$ cat config.mk
export PLATFORM = sky130hd
export DESIGN_NAME = sync_fifo_flags
export DESIGN_NICKNAME = d
export VERILOG_FILES = /design/src/rtl/sync_fifo_flags.sv
export SDC_FILE = /design/constraint.sdc
export NUM_CORES = 1
export LEC_CHECK = 0
export ABC_AREA = 0
export ABC_CLOCK_PERIOD_IN_PS = 3700
export BUFFER_PORTS_ARGS = -buffer_cell sky130_fd_sc_hd__buf_2
export CAP_MARGIN = 15
export CORE_UTILIZATION = 58
export CTS_CLUSTER_DIAMETER = 100
export CTS_CLUSTER_SIZE = 12
export DETAILED_ROUTE_END_ITERATION = 10
export GPL_ROUTABILITY_DRIVEN = 0
export GPL_TIMING_DRIVEN = 0
export HOLD_SLACK_MARGIN = 0.15
export PLACE_DENSITY_LB_ADDON = 0.3
export SLEW_MARGIN = 5
export SYNTH_ARGS = -nofsm -noshare
export SYNTH_HDL_FRONTEND = slang
export SYNTH_SLANG_ARGS = --single-unit
$ cat constraint.sdc
create_clock -name clk -period 3.7 [get_ports clk]
set_input_delay 0.925 -clock clk [delete_from_list [all_inputs] [get_ports clk]]
set_output_delay 0.925 -clock clk [all_outputs]
set_load 0.03 [all_outputs]
$ cat src/rtl/sync_fifo_flags.sv
// sync_fifo_flags: single-clock FIFO with fill count, threshold flags,
// sticky overflow/underflow errors and selectable registered or FWFT read data.
module sync_fifo_flags #(
  parameter int DSIZE     = 8,
  parameter int ASIZE     = 3,
  parameter int AFULL_TH  = 6,
  parameter int AEMPTY_TH = 2,
  parameter int FWFT      = 0
) (
  input  logic             clk,
  input  logic             rst_n,
  input  logic             winc,
  input  logic [DSIZE-1:0] wdata,
  input  logic             rinc,
  output logic [DSIZE-1:0] rdata,
  output logic             wfull,
  output logic             rempty,
  output logic             walmost_full,
  output logic             ralmost_empty,
  output logic [ASIZE:0]   count,
  output logic             overflow,
  output logic             underflow,
  input  logic             err_clr
);
  localparam logic [ASIZE:0] ONE = (ASIZE+1)'(1);
  localparam logic [ASIZE:0] AF  = (ASIZE+1)'(AFULL_TH);
  localparam logic [ASIZE:0] AE  = (ASIZE+1)'(AEMPTY_TH);
  logic [DSIZE-1:0] mem_q [2**ASIZE];
  logic [ASIZE:0]   wptr_q, wptr_d, rptr_q, rptr_d, count_q, count_d;
  logic             ovf_q, ovf_d, udf_q, udf_d, wr_en, rd_en;
  logic [DSIZE-1:0] head;
  assign rempty        = wptr_q == rptr_q;
  assign wfull         = (wptr_q[ASIZE] != rptr_q[ASIZE]) && (wptr_q[ASIZE-1:0] == rptr_q[ASIZE-1:0]);
  assign walmost_full  = count_q >= AF;
  assign ralmost_empty = count_q <= AE;
  assign count         = count_q;
  assign overflow      = ovf_q;
  assign underflow     = udf_q;
  assign head          = mem_q[rptr_q[ASIZE-1:0]];
  always_comb begin
    wr_en   = winc && !wfull;
    rd_en   = rinc && !rempty;
    wptr_d  = wr_en ? wptr_q + ONE : wptr_q;
    rptr_d  = rd_en ? rptr_q + ONE : rptr_q;
    count_d = (wr_en && !rd_en) ? count_q + ONE : (rd_en && !wr_en) ? count_q - ONE : count_q;
    ovf_d   = (winc && wfull) || (ovf_q && !err_clr);
    udf_d   = (rinc && rempty) || (udf_q && !err_clr);
  end
  always_ff @(posedge clk or negedge rst_n) begin
    if (!rst_n) begin
      wptr_q  <= '0;
      rptr_q  <= '0;
      count_q <= '0;
      ovf_q   <= 1'b0;
      udf_q   <= 1'b0;
    end else begin
      wptr_q  <= wptr_d;
      rptr_q  <= rptr_d;
      count_q <= count_d;
      ovf_q   <= ovf_d;
      udf_q   <= udf_d;
    end
  end
  always_ff @(posedge clk) begin
    if (wr_en) mem_q[wptr_q[ASIZE-1:0]] <= wdata;
  end
  // FWFT masks the head with empty so rdata reads 0 out of reset rather than stale memory
  if (FWFT != 0) begin : g_fwft
    assign rdata = rempty ? '0 : head;
  end else begin : g_reg
    logic [DSIZE-1:0] rdata_q, rdata_d;
    assign rdata_d = rd_en ? head : rdata_q;
    assign rdata   = rdata_q;
    always_ff @(posedge clk or negedge rst_n) begin
      if (!rst_n) rdata_q <= '0;
      else rdata_q <= rdata_d;
    end
  end
endmodule

==> results.toml <==
[final_layout]
final_cell_mix = "edfxtp_1, buf_2, dfrtp_1"
layout_commonest_cell = "edfxtp_1"
insertedDiodeCount = 0
design_area_um2 = 3998
drive_gt1_share_pct = 29.72
area_growth_pct = 12.07
final_nets = 263

[hold_path]
hold_class = "flop to flop"

[floorplan]
dieArea_um2 = 6468
coreArea_um2 = 5921
rows = 28
die_h_um = 80.43
ios = 31
start_util_pct = 60.25
die_x_um = 80.43

[synth]
avgSynthCellArea_um2 = 17.57
ys_warn_count = 0
yosysSeqAreaShare_pct = 69.31
syn-num-nets = 222
yosysTopAreaCellShare_pct = 53.88
yosys-top-cells-area = "edfxtp_1, dfrtp_1, mux4_2, mux2i_1, ha_1"
ys_ff_latch = 86
synth_cell_types = 33
netlist_area_um2 = 3567
synth_largest_area_cell = "edfxtp_1"
netlist_instances = 203

[grt]
grt_pass1_wl_um = 9839
antenna_found_initial = 0
track_usage_pct = 22.52
grt_max_degree = 23
grt_pass1_vias = 1867
grt-ovfl-total = 0

[critical_path]
arrival_ns = 3.23
cp-start-kind = "flop"
crit_required_ns = 3.91
ff2ff_setup_slack_ns = 0.69
worstSetupPathType = "flop to flop"
cp_max_fo = 10
endpoint_kind = "flop"

[sta]
min_period_over_period_pct = 81.48
slew_headroom_pct = 34.75
rsz0062_at_grt = "no"
tightest_slew_ns = 0.9751
hold_violations = 0
period_minus_slack_ns = 3.015
setup_viol = 0
fin_skew_ns = 0.006606
max_freq_mhz = 331.7
fin_tns_setup_ns = 0
slew_violations = 0

[placement]
portBuffers = 30
hpwlAfterDp_um = 4070
place_area_um2 = 3821

[cts]
clock_sinks = 86
clkSlewWorstSetupHoldPaths_ns = 0.08
cts_resized = 0
clockBufferDepth = 2
postCtsSetupRepairBufs = 0
clk_root_buffer_cell = "clkbuf_8"
hold_buffers = 0
cts_max_level = 3
clk_latency_ns = 0.35
cts_tree = "yes"
cts_buffers = 9

[pwr]
p_leak_nw = 1.509
vdd_drop_max_mv = 0.5150
pwr_density_cell_nw_per_um2 = 854.7

[detailed_routing]
avgRoutedWirePerCell_um = 19.57
wl_um = 6340
drc_errors = 0
vias = 1862
detail-route-antenna-nets = 0
via_per_inst = 5.747
dr.pass1.iters = 4
dr.first_iter.drc_count = 95

[run]
cap_violations = 0

[outcome]
status = "complete, no violations"
==> logic make-up (layout without fill, tap and decap cells) <==
| group | count (synthesis) | after routing | synth area share [%] |
|---|---|---|---|
| flops | 86 | 86 | 69.31 |
| fa+ha+maj | 6 | 6 | 2.315 |
| xor+xnor | 12 | 12 | 3.367 |
| mux | 28 | 28 | 13.57 |
| buf+inv | 15 | 61 | 2.245 |
| simple gates | 36 | 36 | 4.525 |
| compound gates | 20 | 20 | 4.665 |
==> Yosys cell counts (all sizes together) <==
cell type	number
inv	6
a22o	2
a21o	2
a21oi	1
or3	1
buf	6
mux4	16
nor3	6
o31ai	1
nand2	14
fa	1
a2111oi	1
o21ai	10
edfxtp	64
or2	1
nand3	1
clkbuf	3
ha	5
mux2	3
dfrtp	22
nor2	10
nand2b	3
o41ai	2
xnor2	4
mux2i	9
a211oi	1
xor2	8
==> metal layers <==
layer,vias to the layer above,GRT usage (%),part of all wire [%]
met5,-,0,0
met4,0,11.79,1.6
met3,12,3.750,5.0
met2,61,36.53,51
met1,935,29.29,43
li1,854,-,-
==> critical path: stages, from the launching register on <==
cell	delay, ns
dfrtp_1	0.40
buf_4	0.21
xor2_2	0.23
o41ai_4	0.53
inv_1	0.09
ha_1	0.25
inv_1	0.17
ha_1	0.26
a21o_1	0.20
a2111oi_0	0.41
o31ai_1	0.14
==> through the flow <==
| stage | util [%] | worst slack, ns | cells | hold WS (ns) | total power [mW] |
|---|---|---|---|---|---|
| final | 67.52 | 0.6851 | 324 | 0.4868 | 3.417 |
| after global routing | 67.52 | 0.4413 | 324 | 0.5229 | 3.629 |
| after CTS | 67.52 | 0.6661 | 324 | 0.4923 | 3.451 |
| after detailed placement | 64.54 | 0.6867 | 308 | 0.4738 | 2.870 |
| after global placement | 64.37 | 0.7110 | 308 | 0.4689 | 2.813 |
| after floorplan | - | 1.016 | 203 | 0.4977 | 2.496 |
==> state kept, by name, indices dropped and copies added, names as in the netlist <==
register,flops
rdata,8
mem_q,64
rptr_q,4
wptr_q,4
count,4
underflow,1
overflow,1
==> report_power, final <==
part | internal [mW] | switching, mW | leakage [nW] | total [mW]
combinational | 0.558 | 0.855 | 0.570 | 1.41
clock | 0.263 | 0.324 | 0.0909 | 0.587
sequential | 1.28 | 0.135 | 0.848 | 1.42
total | 2.10 | 1.31 | 1.51 | 3.42
==> path summary, 6_finish.rpt <==
path / start / endpoint / depth (start not counted)
worst min-delay path: rdata[7]$_DFFE_PN0P_ / rdata[7]$_DFFE_PN0P_ / 2
worst max-delay path: rptr_q[0]$_DFFE_PN0P_ / count[3]$_DFFE_PN0P_ / 10
max in group asynchronous: rst_n / count[3]$_DFFE_PN0P_ / 1
worst max register to register: rptr_q[0]$_DFFE_PN0P_ / count[3]$_DFFE_PN0P_ / 10
worst min register to register: rdata[7]$_DFFE_PN0P_ / rdata[7]$_DFFE_PN0P_ / 2
min in group asynchronous: rst_n / overflow$_DFF_PN0_ / 1
==> cell type report <==
class,count,area [µm²]
buffer,9,57.56
clock buffer,11,141.4
clock inverter,5,35.03
fill,396,1923
inverter,6,22.52
multi-input combinational,102,1025
sequential,86,2472
tap,75,93.84
timing repair buffer,30,150.1
(Power assumes the default switching activity.)
